## src/rtl/hazard_ctrl.sv

```systemverilog
// hazard_ctrl: 5-stage MIPS hazard unit (Tuse/Tnew stalls, D/E forwarding selects, HI/LO busy countdown).
// Latency: stall/enable/forward outputs are combinational same-cycle; md_busy is registered (start at t -> busy t+1..t+LAT).
// Backpressure: a stall drops en_PC/en_D and raises clr_E so a bubble enters E; optional HAZARD_STALL_CNT_EN adds stall_cnt.
module hazard_ctrl #(
    parameter int MULT_LAT = 5,
    parameter int DIV_LAT  = 10
) (
    input  logic        clk,
    input  logic        reset,
    // D stage sources
    input  logic [4:0]  rs_D,
    input  logic [4:0]  rt_D,
    input  logic [2:0]  tuse_rs_D,
    input  logic [2:0]  tuse_rt_D,
    input  logic        md_use_D,
    // E stage
    input  logic        rfwe_E,
    input  logic [4:0]  writeaddr_E,
    input  logic [2:0]  tnew_E,
    input  logic [4:0]  read1addr_E,
    input  logic [4:0]  read2addr_E,
    input  logic        md_start_E,
    input  logic        md_div_E,
    // M stage
    input  logic        rfwe_M,
    input  logic [4:0]  writeaddr_M,
    input  logic [2:0]  tnew_M,
    // W stage
    input  logic        rfwe_W,
    input  logic [4:0]  writeaddr_W,
    // controls
    output logic        en_PC,
    output logic        en_D,
    output logic        clr_E,
    output logic [1:0]  fwd_rs_D,
    output logic [1:0]  fwd_rt_D,
    output logic [1:0]  fwd_a_E,
    output logic [1:0]  fwd_b_E,
    output logic        md_busy
`ifdef HAZARD_STALL_CNT_EN
    ,
    output logic [31:0] stall_cnt
`endif
);

    // Countdown load values; anything above the 4-bit range is pinned at 15.
    localparam logic [3:0] L_MULT = (MULT_LAT > 15) ? 4'd15 : 4'(MULT_LAT);
    localparam logic [3:0] L_DIV  = (DIV_LAT  > 15) ? 4'd15 : 4'(DIV_LAT);

    // Forwarding select encodings
    localparam logic [1:0] FWD_D_RF = 2'd0;
    localparam logic [1:0] FWD_D_E  = 2'd1;
    localparam logic [1:0] FWD_D_M  = 2'd2;
    localparam logic [1:0] FWD_E_REG = 2'd0;
    localparam logic [1:0] FWD_E_M   = 2'd1;
    localparam logic [1:0] FWD_E_W   = 2'd2;

    // A stage "hits" a source when it writes the RF at that address; $0 is hardwired and never hits.
    function automatic logic f_hit(input logic we, input logic [4:0] wa, input logic [4:0] a);
        return we && (wa == a) && (a != 5'd0);
    endfunction

    logic       w_hit_e_rs;
    logic       w_hit_m_rs;
    logic       w_hit_e_rt;
    logic       w_hit_m_rt;
    logic       w_hit_m_a;
    logic       w_hit_w_a;
    logic       w_hit_m_b;
    logic       w_hit_w_b;
    logic       w_stall_rs;
    logic       w_stall_rt;
    logic       w_stall_md;
    logic       w_stall;
    logic [3:0] r_cnt;
    logic [3:0] w_cnt_nxt;

    // Address match of every consumer against every in-flight producer
    always_comb begin
        w_hit_e_rs = f_hit(rfwe_E, writeaddr_E, rs_D);
        w_hit_m_rs = f_hit(rfwe_M, writeaddr_M, rs_D);
        w_hit_e_rt = f_hit(rfwe_E, writeaddr_E, rt_D);
        w_hit_m_rt = f_hit(rfwe_M, writeaddr_M, rt_D);
        w_hit_m_a  = f_hit(rfwe_M, writeaddr_M, read1addr_E);
        w_hit_w_a  = f_hit(rfwe_W, writeaddr_W, read1addr_E);
        w_hit_m_b  = f_hit(rfwe_M, writeaddr_M, read2addr_E);
        w_hit_w_b  = f_hit(rfwe_W, writeaddr_W, read2addr_E);
    end

    // Stall when a producer's result arrives later than the D instruction needs it,
    // or when a HI/LO user would race an in-flight or starting mult/div.
    always_comb begin
        w_stall_rs = (w_hit_e_rs && (tuse_rs_D < tnew_E)) ||
                     (w_hit_m_rs && (tuse_rs_D < tnew_M));
        w_stall_rt = (w_hit_e_rt && (tuse_rt_D < tnew_E)) ||
                     (w_hit_m_rt && (tuse_rt_D < tnew_M));
        w_stall_md = md_use_D && (md_start_E || md_busy);
        w_stall    = w_stall_rs || w_stall_rt || w_stall_md;
    end

    // Freeze PC and D register and inject a bubble into E on a stall
    always_comb begin
        en_PC = !w_stall;
        en_D  = !w_stall;
        clr_E = w_stall;
    end

    // D-stage bypass: the youngest producer (E) wins; only ready values (tnew==0) are forwarded
    always_comb begin
        fwd_rs_D = FWD_D_RF;
        fwd_rt_D = FWD_D_RF;
        if (w_hit_e_rs && (tnew_E == 3'd0)) begin
            fwd_rs_D = FWD_D_E;
        end else if (w_hit_m_rs && (tnew_M == 3'd0)) begin
            fwd_rs_D = FWD_D_M;
        end
        if (w_hit_e_rt && (tnew_E == 3'd0)) begin
            fwd_rt_D = FWD_D_E;
        end else if (w_hit_m_rt && (tnew_M == 3'd0)) begin
            fwd_rt_D = FWD_D_M;
        end
    end

    // E-stage bypass: M beats W; W data is always final so it needs no Tnew check
    always_comb begin
        fwd_a_E = FWD_E_REG;
        fwd_b_E = FWD_E_REG;
        if (w_hit_m_a && (tnew_M == 3'd0)) begin
            fwd_a_E = FWD_E_M;
        end else if (w_hit_w_a) begin
            fwd_a_E = FWD_E_W;
        end
        if (w_hit_m_b && (tnew_M == 3'd0)) begin
            fwd_b_E = FWD_E_M;
        end else if (w_hit_w_b) begin
            fwd_b_E = FWD_E_W;
        end
    end

    // HI/LO countdown next value: a new start always reloads, otherwise count down to zero
    always_comb begin
        w_cnt_nxt = r_cnt;
        if (md_start_E) begin
            w_cnt_nxt = md_div_E ? L_DIV : L_MULT;
        end else if (r_cnt != 4'd0) begin
            w_cnt_nxt = r_cnt - 4'd1;
        end
    end

    // HI/LO countdown register; reset beats a simultaneous start
    always_ff @(posedge clk) begin
        if (reset) begin
            r_cnt <= 4'd0;
        end else begin
            r_cnt <= w_cnt_nxt;
        end
    end

    assign md_busy = (r_cnt != 4'd0);

`ifdef HAZARD_STALL_CNT_EN
    logic [31:0] r_stall_cnt;

    // Free-running count of stalled cycles; wraps naturally at 2^32
    always_ff @(posedge clk) begin
        if (reset) begin
            r_stall_cnt <= 32'd0;
        end else if (w_stall) begin
            r_stall_cnt <= r_stall_cnt + 32'd1;
        end
    end

    assign stall_cnt = r_stall_cnt;
`endif

endmodule

```

## config.mk

```make
export PLATFORM = sky130hd
export DESIGN_NAME = hazard_ctrl
export DESIGN_NICKNAME = d
export VERILOG_FILES = /design/src/rtl/hazard_ctrl.sv
export SDC_FILE = /design/constraint.sdc
export NUM_CORES = 1
export LEC_CHECK = 0
export CORE_MARGIN = 2
export CORE_UTILIZATION = 40
export CTS_CLUSTER_DIAMETER = 30
export DETAILED_ROUTE_END_ITERATION = 10
export HOLD_SLACK_MARGIN = 0.05
export PLACE_DENSITY_LB_ADDON = 0.25
export SLEW_MARGIN = 10
export SYNTH_ARGS = -nofsm -noshare
export SYNTH_HDL_FRONTEND = slang
export SYNTH_SLANG_ARGS = --single-unit
```

## constraint.sdc

```tcl
create_clock -name clk -period 4.55 [get_ports clk]
set_clock_uncertainty 0.05 [all_clocks]
set_input_delay 0.6825 -clock clk [delete_from_list [all_inputs] [get_ports clk]]
set_output_delay 0.6825 -clock clk [all_outputs]
set_load 0.02 [all_outputs]
```

==> results.yml, run 1 <==
sta:
  maxSlewHeadroom_pct: 66.11
  min_period_ns: 3.797
  finalCritPeriodShare_pct: 83.46
  whs_ns: 0.5367
  clock.fmax_mhz: 263.3
  setup_viol: 0
  slew_violations: 0
  tightest_slew_ns: 0.4955
  rsz0062_at_grt: "no"
  finalHoldViolCount: 0
  finalSetupTns_ns: 0
synthesis:
  syn_inst: 127
  synthDistinctLibCells: 32
  syn_area_per_cell_um2: 8.217
  synth_flop_cell: "dfxtp_1"
  synth_top_area_share_pct: 26.02
  synthesis.nets: 192
  ys_top_cells_by_area: "xnor2_1 26%, ha_1 12%, xor2_1 10%"
  synth.ff_latch_count: 4
  synth_area_leader_cell: "xnor2_1"
  ys_seq_area_share_pct: 7.674
  synth_warnings: 0
  synth_edf_count: 0
  syn_area_um2: 1044
  async_flop_share_pct: 0
routing:
  drt-wirelength-per-cell_um: 13.67
  antenna_left: 0
  wirelength_um: 3061
  dr.first_iter.drc_count: 12
  drc: 0
  via_count: 1183
  vias_per_cell: 5.281
  drt-pass1-iter-count: 4
floorplanning:
  io_pins: 67
  die_h_um: 55.08
  dieArea_um2: 3033
  die_w_um: 55.08
  core-area_um2: 2477
  rows: 18
  start_util_pct: 42.12
critical_path:
  reg2reg_depth: 6
  cpPeakStageDelay_ns: 0.60
  startpoint_type: "primary input"
  crit_start: "rt_D[1]"
  r2r_slack_ns: 2.95
  reg2reg_from: "r_cnt[0]"
  critical_path_required_ns: 3.82
  cp.arrival_ns: 3.06
  cp_common_cell: "clkdlybuf4s50_1"
  cp_slowest_cell: "clkdlybuf4s50_1"
  worstSetupPathType: "primary input to output port"
  crit_end: "en_PC"
  cp-end-kind: "output port"
  crit_chain: "clkdlybuf4s50_1, or4_4, o211ai_1, a2111oi_1, nor3_2, and3b_1, clkdlybuf4s50_1"
  r2r-end: "r_cnt[3]"
  crit_fanout: 3
clocking:
  ctsHoldBuffers: 0
  cts_buffers: 3
  cts_tree: "built"
  postCtsResizedCells: 0
  clockRootBuffer: "clkbuf_4"
  clk-insertion-delay-late_ns: 0.24
  post-cts-setup-buffers: 0
  clkSinkCount: 4
  cts_buffer_depth: 2
  htree_levels: 1
  cts.reportedPaths.clkPinSlew_ns: 0.04
finish:
  n_antenna_cell: 0
  layout.cells.non_filler: 224
  largest_reg_flops: 4
  top_register: "r_cnt"
  area_growth_pct: 67.99
  final_nets: 261
  layout-drive-gt1-share_pct: 5.670
  reg_top3: "r_cnt (4)"
power_and_ir_drop:
  p_switching_uw: 88.52
  p_clk_share_pct: 17.4
  powerDensity_nw_per_um2: 144.1
  seqPwrFrac_pct: 16.7
  leakage_nw: 0.6332
  p_sw_share_pct: 35.05
  p_int_uw: 164.0
  pwr-share-comb_pct: 65.9
  vdd_drop_max_mv: 0.1380
place:
  numPortBuffers: 66
  dp_hpwl_um: 2700
  globalplace.congestion: 0.8456
  dp.cells: 221
run:
  cap_violations: 0
status:
  status: "complete, no violations"
global_route:
  grt_pass1_wl_um: 4623
  grt_pass1_vias: 1171
  gr-total-overflow: 0
  grt_usage_pct: 20.54
  grt_max_degree: 8
  antenna_found_initial: 0
min_path:
  min_path_type: "flop to flop"
worst min path at each step:
stage | from | end | slack, ns | depth (start not counted)
2_1_floorplan | r_cnt[2] | r_cnt[2] | 0.50 | 3
3_3_place_gp | r_cnt[2] | r_cnt[2] | 0.53 | 3
3_5_place_dp | r_cnt[2] | r_cnt[2] | 0.53 | 3
4_1_cts | r_cnt[2] | r_cnt[2] | 0.54 | 3
5_1_grt | r_cnt[2] | r_cnt[2] | 0.56 | 3
6_report | r_cnt[2] | r_cnt[2] | 0.54 | 3
area by class of cell:
| cell class | count | area (µm²) |
|---|---|---|
| flip-flops and latches | 4 | 80.08 |
| inverters | 6 | 22.52 |
| repair buffers | 66 | 660.6 |
| multi-input cells | 115 | 929.6 |
| fillers | 210 | 724.4 |
| well taps | 30 | 37.54 |
| clock buffers | 3 | 22.52 |
cells in the mapped netlist (all sizes together) (2+ instances only):
cell	number
or3	2
nand4	6
or4	6
xor2	12
nor3	5
a2111oi	4
o211ai	4
dfxtp	4
ha	10
inv	6
a21o	4
xnor2	31
nand2b	5
nand2	4
nor4	6
a21oi	2
nor2	6
power by group through the flow:
stage          clock [mW]  combinational (mW)  sequential, mW
6_report           0.0439               0.166          0.0423
3_3_place_gp            0               0.162          0.0427
3_5_place_dp            0               0.166          0.0430
5_1_grt            0.0477               0.181          0.0430
2_1_floorplan           0              0.0823          0.0421
4_1_cts            0.0455               0.167          0.0425
metal layers:
| metal | wire length (µm) | global-route usage [%] | up-vias |
|---|---|---|---|
| met5 | 0 | 0 | - |
| met4 | 34 | 5.285 | 0 |
| met3 | 265 | 5.108 | 7 |
| met2 | 1564 | 40.48 | 51 |
| met1 | 1197 | 21.22 | 528 |
| li1 | - | - | 597 |
cells in the final DEF (no fill, tap or decap), types with 3 or more instances in the layout:
cell type,count
clkdlybuf4s50_1,66
xnor2_1,31
xor2_1,12
ha_1,10
inv_1,6
nand4_1,6
nor2_1,6
nand2b_1,5
a21o_1,4
nor3_1,4
or4_1,4
nand2_1,4
nor4_1,4
dfxtp_1,4
clkbuf_4,3
worst max-delay path, delay by kind of cell:
family	cells	cell delay [ns]
AOI/OAI and AO/OA	2	0.37
buffers and inverters	2	1.08
and+or+nand+nor	3	0.93
cell families (layout without fill, tap and decap cells):
kind of cell | after synthesis | count (layout) | share of synthesized area [%]
adders and majority gates | 10 | 10 | 11.99
buffers and inverters | 8 | 75 | 3.237
DFF | 4 | 4 | 7.674
and+or+nand+nor | 44 | 44 | 27.10
xor gates and xnor gates | 43 | 43 | 36.09
AOI/OAI and AO/OA | 18 | 18 | 13.91
stage by stage:
stage / util [%] / total power [mW] / cell area (µm²) / setup WS (ns)
after floorplan: - / 0.1244 / 1044 / 1.541
after global placement: 69.85 / 0.2042 / 1730 / 0.8208
after detailed placement: 69.85 / 0.2088 / 1730 / 0.7592
after CTS: 70.76 / 0.2546 / 1753 / 0.7625
after global routing: 70.76 / 0.2718 / 1753 / 0.5655
final: 70.76 / 0.2526 / 1753 / 0.7525
No activity file was read; power rests on OpenSTA's default activity.
==> inputs of run 2 (changes only) <==
--- a/config.mk
+++ b/config.mk
@@ -6,7 +6,7 @@
 export NUM_CORES = 1
 export LEC_CHECK = 0
 export CORE_MARGIN = 2
-export CORE_UTILIZATION = 40
+export CORE_UTILIZATION = 33
 export CTS_CLUSTER_DIAMETER = 30
 export DETAILED_ROUTE_END_ITERATION = 10
 export HOLD_SLACK_MARGIN = 0.05
==> constraint.sdc (replaced) <==
create_clock -name clk -period 3.1 [get_ports clk]
set_clock_uncertainty 0.05 [all_clocks]
set_input_delay 0.465 -clock clk [delete_from_list [all_inputs] [get_ports clk]]
set_output_delay 0.465 -clock clk [all_outputs]
set_load 0.02 [all_outputs]
==> results.yml, run 2 (same netlist as run 1, synthesis figures left out) <==
place:
  placed_area_um2: 1988
  dp.cells: 267
  place_ws_ns: -0.2844
  globalplace.congestion: 0.8135
  dp_hpwl_um: 3049
  numPortBuffers: 66
finish:
  reg_top3: "r_cnt (4)"
  multi_input_area_um2: 948.4
  area_growth_pct: 92.81
  seq_area_um2: 80.08
  layout_common_cells: "57 x clkdlybuf4s50_1, 32 x buf_4, 31 x xnor2_1, 12 x xor2_1, 10 x ha_1"
  largest_reg_flops: 4
  fillers: 247
  layout_commonest_cell: "clkdlybuf4s50_1"
  n_antenna_cell: 0
  top_register: "r_cnt"
  final_area_um2: 2012
  layout-drive-gt1-share_pct: 20.35
  final_nets: 293
  layout.cells.non_filler: 270
global_route:
  grt_pass1_vias: 1363
  antenna_found_initial: 0
  grt_pass1_wl_um: 5382
  met2_usage_pct: 40.53
  gr-total-overflow: 0
  grt_busiest_layer: "met2"
  globalRouteMet3Util_pct: 2.814
  grt_max_degree: 8
  grtUsageMet1_pct: 19.77
  grt_usage_pct: 19.18
clocking:
  postCtsResizedCells: 12
  post-cts-setup-buffers: 0
  htree_levels: 1
  cts_buffer_depth: 2
  cts.reportedPaths.clkPinSlew_ns: 0.04
  clk-insertion-delay-late_ns: 0.23
  clockRootBuffer: "clkbuf_4"
  cts_buffers: 3
  ctsHoldBuffers: 0
  cts_tree: "built"
  clkSinkCount: 4
sta:
  rsz0062_at_grt: "no"
  clock.fmax_mhz: 333.1
  finalCritPeriodShare_pct: 96.84
  setup_ws_ns: 0.09790
  min_period_ns: 3.002
  maxSlewHeadroom_pct: 69.64
  tightest_slew_ns: 0.4439
  setup_viol: 0
  finalHoldViolCount: 0
  slew_violations: 0
critical_path:
  worstSetupPathType: "primary input to output port"
  crit_chain: "clkdlybuf4s50_1, buf_4, nor3_1, nand2_1, or4_1, nor4_2, nor4_1, dlygate4sd2_1"
  cp.arrival_ns: 2.49
  startpoint_type: "primary input"
  crit_family: "simple AND/OR/NAND/NOR gates"
  path_buf_inv: 3
  cp_slowest_cell: "or4_1"
  critical_path_required_ns: 2.58
  cpPeakStageDelay_ns: 0.54
  cp-end-kind: "output port"
  crit_fanout: 2
routing:
  drt-wirelength-per-cell_um: 12.62
  drc: 0
  drt-pass1-iter-count: 4
  vias_per_cell: 4.870
  antenna_left: 0
  via_count: 1315
  wirelength_um: 3408
  dr.first_iter.drc_count: 25
power_and_ir_drop:
  powerDensity_nw_per_um2: 197.7
  vdd_drop_max_mv: 0.1034
  leakage_nw: 0.8199
floorplanning:
  die_h_um: 60.23
  dieArea_um2: 3628
  rows: 20
  io_pins: 67
  core-area_um2: 3028
  die_w_um: 60.23
  start_util_pct: 34.46
run:
  cap_violations: 0
status:
  status: "complete, no violations"
min_path:
  min_path_type: "flop to flop"
-- run 2: cell count changes in the layout (fill, tap and decap cells not counted) --
cell             previous run  this run
dlygate4sd2_1               0         6
clkbuf_2                    0         2
a2111oi_0                   2         1
a2111oi_4                   0         1
buf_4                       0        32
clkdlybuf4s50_1            66        57
clkdlybuf4s15_1             0         1
-- run 2: power breakdown --
group	total [mW]	internal, mW	switching [mW]
registers	0.0622	0.0576	0.00458
logic	0.273	0.160	0.113
clock network	0.0623	0.0432	0.0191
total	0.398	0.261	0.137
-- run 2: cell type report --
cell class / instances / share of cell area, %
Clock buffer: 3 / 1.119
Inverter: 6 / 1.119
Multi-Input combinational cell: 115 / 47.14
Sequential cell: 4 / 3.980
Tap cell: 44 / 2.736
Timing Repair Buffer: 98 / 43.91
-- run 2: metrics by stage --
stage | TNS (ns) | total power, mW | utilization [%] | hold WS (ns)
global route | 0 | 0.4309 | 66.45 | 0.5917
global placement | -1.168 | 0.3283 | 65.66 | 0.5395
floorplan | 0 | 0.1826 | - | 0.4841
CTS | -0.004029 | 0.4014 | 66.28 | 0.5445
detailed placement | -1.296 | 0.3362 | 65.66 | 0.5361
finish | 0 | 0.3978 | 66.45 | 0.5449
-- run 2: path summary, 6_finish.rpt --
| path | startpoint | to | slack, ns | depth (start not counted) |
|---|---|---|---|---|
| setup / recovery | tnew_M[1] | fwd_b_E[1] | 0.1 | 8 |
| hold / removal | r_cnt[2] | r_cnt[2] | 0.54 | 3 |
| setup reg to reg | r_cnt[0] | r_cnt[1] | 1.45 | 6 |
| hold reg to reg | r_cnt[2] | r_cnt[2] | 0.54 | 3 |
-- run 2: layer usage --
metal / wire, µm / part of all wire [%]
met5: 0 / 0
met4: 0 / 0
met3: 238 / 7.0
met2: 1876 / 55
met1: 1294 / 38
-- run 2: worst min-delay path: stages, from the launching register on --
cell and delay [ns]:
dfxtp_1 0.35, xor2_1 0.08, nand2_1 0.06, a21oi_1 0.05
==> RTL change, RTL diff (config.mk and constraints of run 2) <==
The option `HAZARD_STALL_CNT_EN` is turned on by a define.
--- a/src/rtl/hazard_ctrl.sv
+++ b/src/rtl/hazard_ctrl.sv
@@ -3,2 +3,4 @@
 // Backpressure: a stall drops en_PC/en_D and raises clr_E so a bubble enters E; optional HAZARD_STALL_CNT_EN adds stall_cnt.
+`define HAZARD_STALL_CNT_EN
+
 module hazard_ctrl #(
Behaviour (old outputs only; new: stall_cnt): unchanged (Yosys induction, for registers that start in step).
==> RTL change against run 2 <==
  * Cell area is 130% higher
  * Sequential cell count is 32 higher
  * Synthesized area grew to 2.8 times the old value
  * Setup slack worse by 0.030 ns
  * Utilization is 13 points lower
  * Power grew to 3.2 times the old value
  * Worst hold slack worse by 0.068 ns
  * Wire length grew to 2.5 times the old value
  * Critical path depth is 2 lower
  * Count of clock-buffer cells in the layout is 2 higher
  * Critical endpoint is now fwd_rt_D[1]
  * Highest routed layer is now met4
==> RTL change: results <==
export IMPL_worstSkewPairLatency_ns=0.29
export IMPL_grt_pass1_vias=2952
export IMPL_outcome="complete, no violations"
export IMPL_dr_max_layer_used="met4"
export IMPL_placed_cells=599
export IMPL_met2_usage_pct=28.5
export IMPL_arrival_ns=2.52
export IMPL_largest_reg_flops=32
export IMPL_instances_no_fill=610
export IMPL_regToRegStartpoint="stall_cnt[0]"
export IMPL_ys_top_cells_by_count="nor2_1 (44), dfxtp_1 (36), nor2b_1 (31)"
export IMPL_routed_wl_met2_um=3850
export IMPL_grt_pass1_wl_um=14300
export IMPL_crit_start="rt_D[3]"
export IMPL_grt_use_met1_pct=24.4
export IMPL_vias=2988
export IMPL_gp_congestion=0.873
export IMPL_clkSlewWorstSetupHoldPaths_ns=0.07
export IMPL_hold_start="stall_cnt[1]"
export IMPL_nNetsFinal=567
export IMPL_r2r_end="stall_cnt[30]"
export IMPL_rr_worst_depth=8
export IMPL_synth_top_area_share_pct=24.4
export IMPL_wire_per_inst_um=14.1
export IMPL_hold_depth=2
export IMPL_drive_gt1_share_pct=24.9
export IMPL_dp_hpwl_um=6610
export IMPL_cts_htree_levels=2
export IMPL_synth_top_cells_by_area="dfxtp_1 (24%), xnor2_1 (8.6%), mux2_2 (7.2%)"
export IMPL_port_buffers=98
export IMPL_numCtsBuffers=5
export IMPL_syn_nets=421
export IMPL_relSlewSlack_pct=29.3
export IMPL_synth_cells=355
export IMPL_wl_met3_um=397
export IMPL_wl_met1_um=4290
export IMPL_grt_max_degree=64
export IMPL_hold_slack_ns=0.477
export IMPL_root_buffer="clkbuf_8"
## RTL change: cells by family after synthesis
group | Yosys count | synth area share (%)
buffers and inverters | 23 | 4.23
multiplexers | 30 | 12.4
AO/OA/AOI/OAI | 52 | 12.9
AND/OR/NAND/NOR | 160 | 28.6
adder cells (fa/ha/maj) | 11 | 4.65
flip-flops | 36 | 24.4
XOR/XNOR | 43 | 12.7
## RTL change: final cells by class
cell class                      count  area [µm²]
Clock inverter                      3        42.5
Inverter                            7        26.3
Multi-Input combinational cell    296        2210
Clock buffer                        5        68.8
Tap cell                          108         135
Fill cell                         815        4080
Timing Repair Buffer              155        1430
Sequential cell                    36         721
## RTL change: power breakdown
| part | total, mW | switching, mW | internal (mW) |
|---|---|---|---|
| Sequential | 0.480 | 0.00891 | 0.471 |
| Clock | 0.420 | 0.182 | 0.238 |
| Combinational | 0.384 | 0.182 | 0.203 |
## RTL change: what timing repair did
| item | CTS | global route |
|---|---|---|
| gates cloned | 0 | 0 |
| pin swaps | 4 | 5 |
| gates resized for setup | 22 | 20 |
| endpoints found under the setup margin | 8 | 8 |
| buffers inserted | 2 | 1 |
## RTL change: stage by stage
stage	instance area, µm²	utilization (%)	power (mW)	worst slack, ns	TNS, ns
finish	4640	53.2	1.28	0.0680	0
CTS	4560	52.2	1.28	0.0159	0
floorplan	2960	-	0.664	0.281	0
detailed placement	4430	50.8	0.859	-0.487	-5.42
global placement	4430	50.8	0.851	-0.446	-2.20
global route	4640	53.2	1.35	0.00298	0
## RTL change: critical path: stages
cell and delay [ns]:
clkdlybuf4s50_1 0.44, or4_4 0.54, o211ai_4 0.24, nor3_1 0.10
nor2b_1 0.13, clkdlybuf4s50_1 0.61
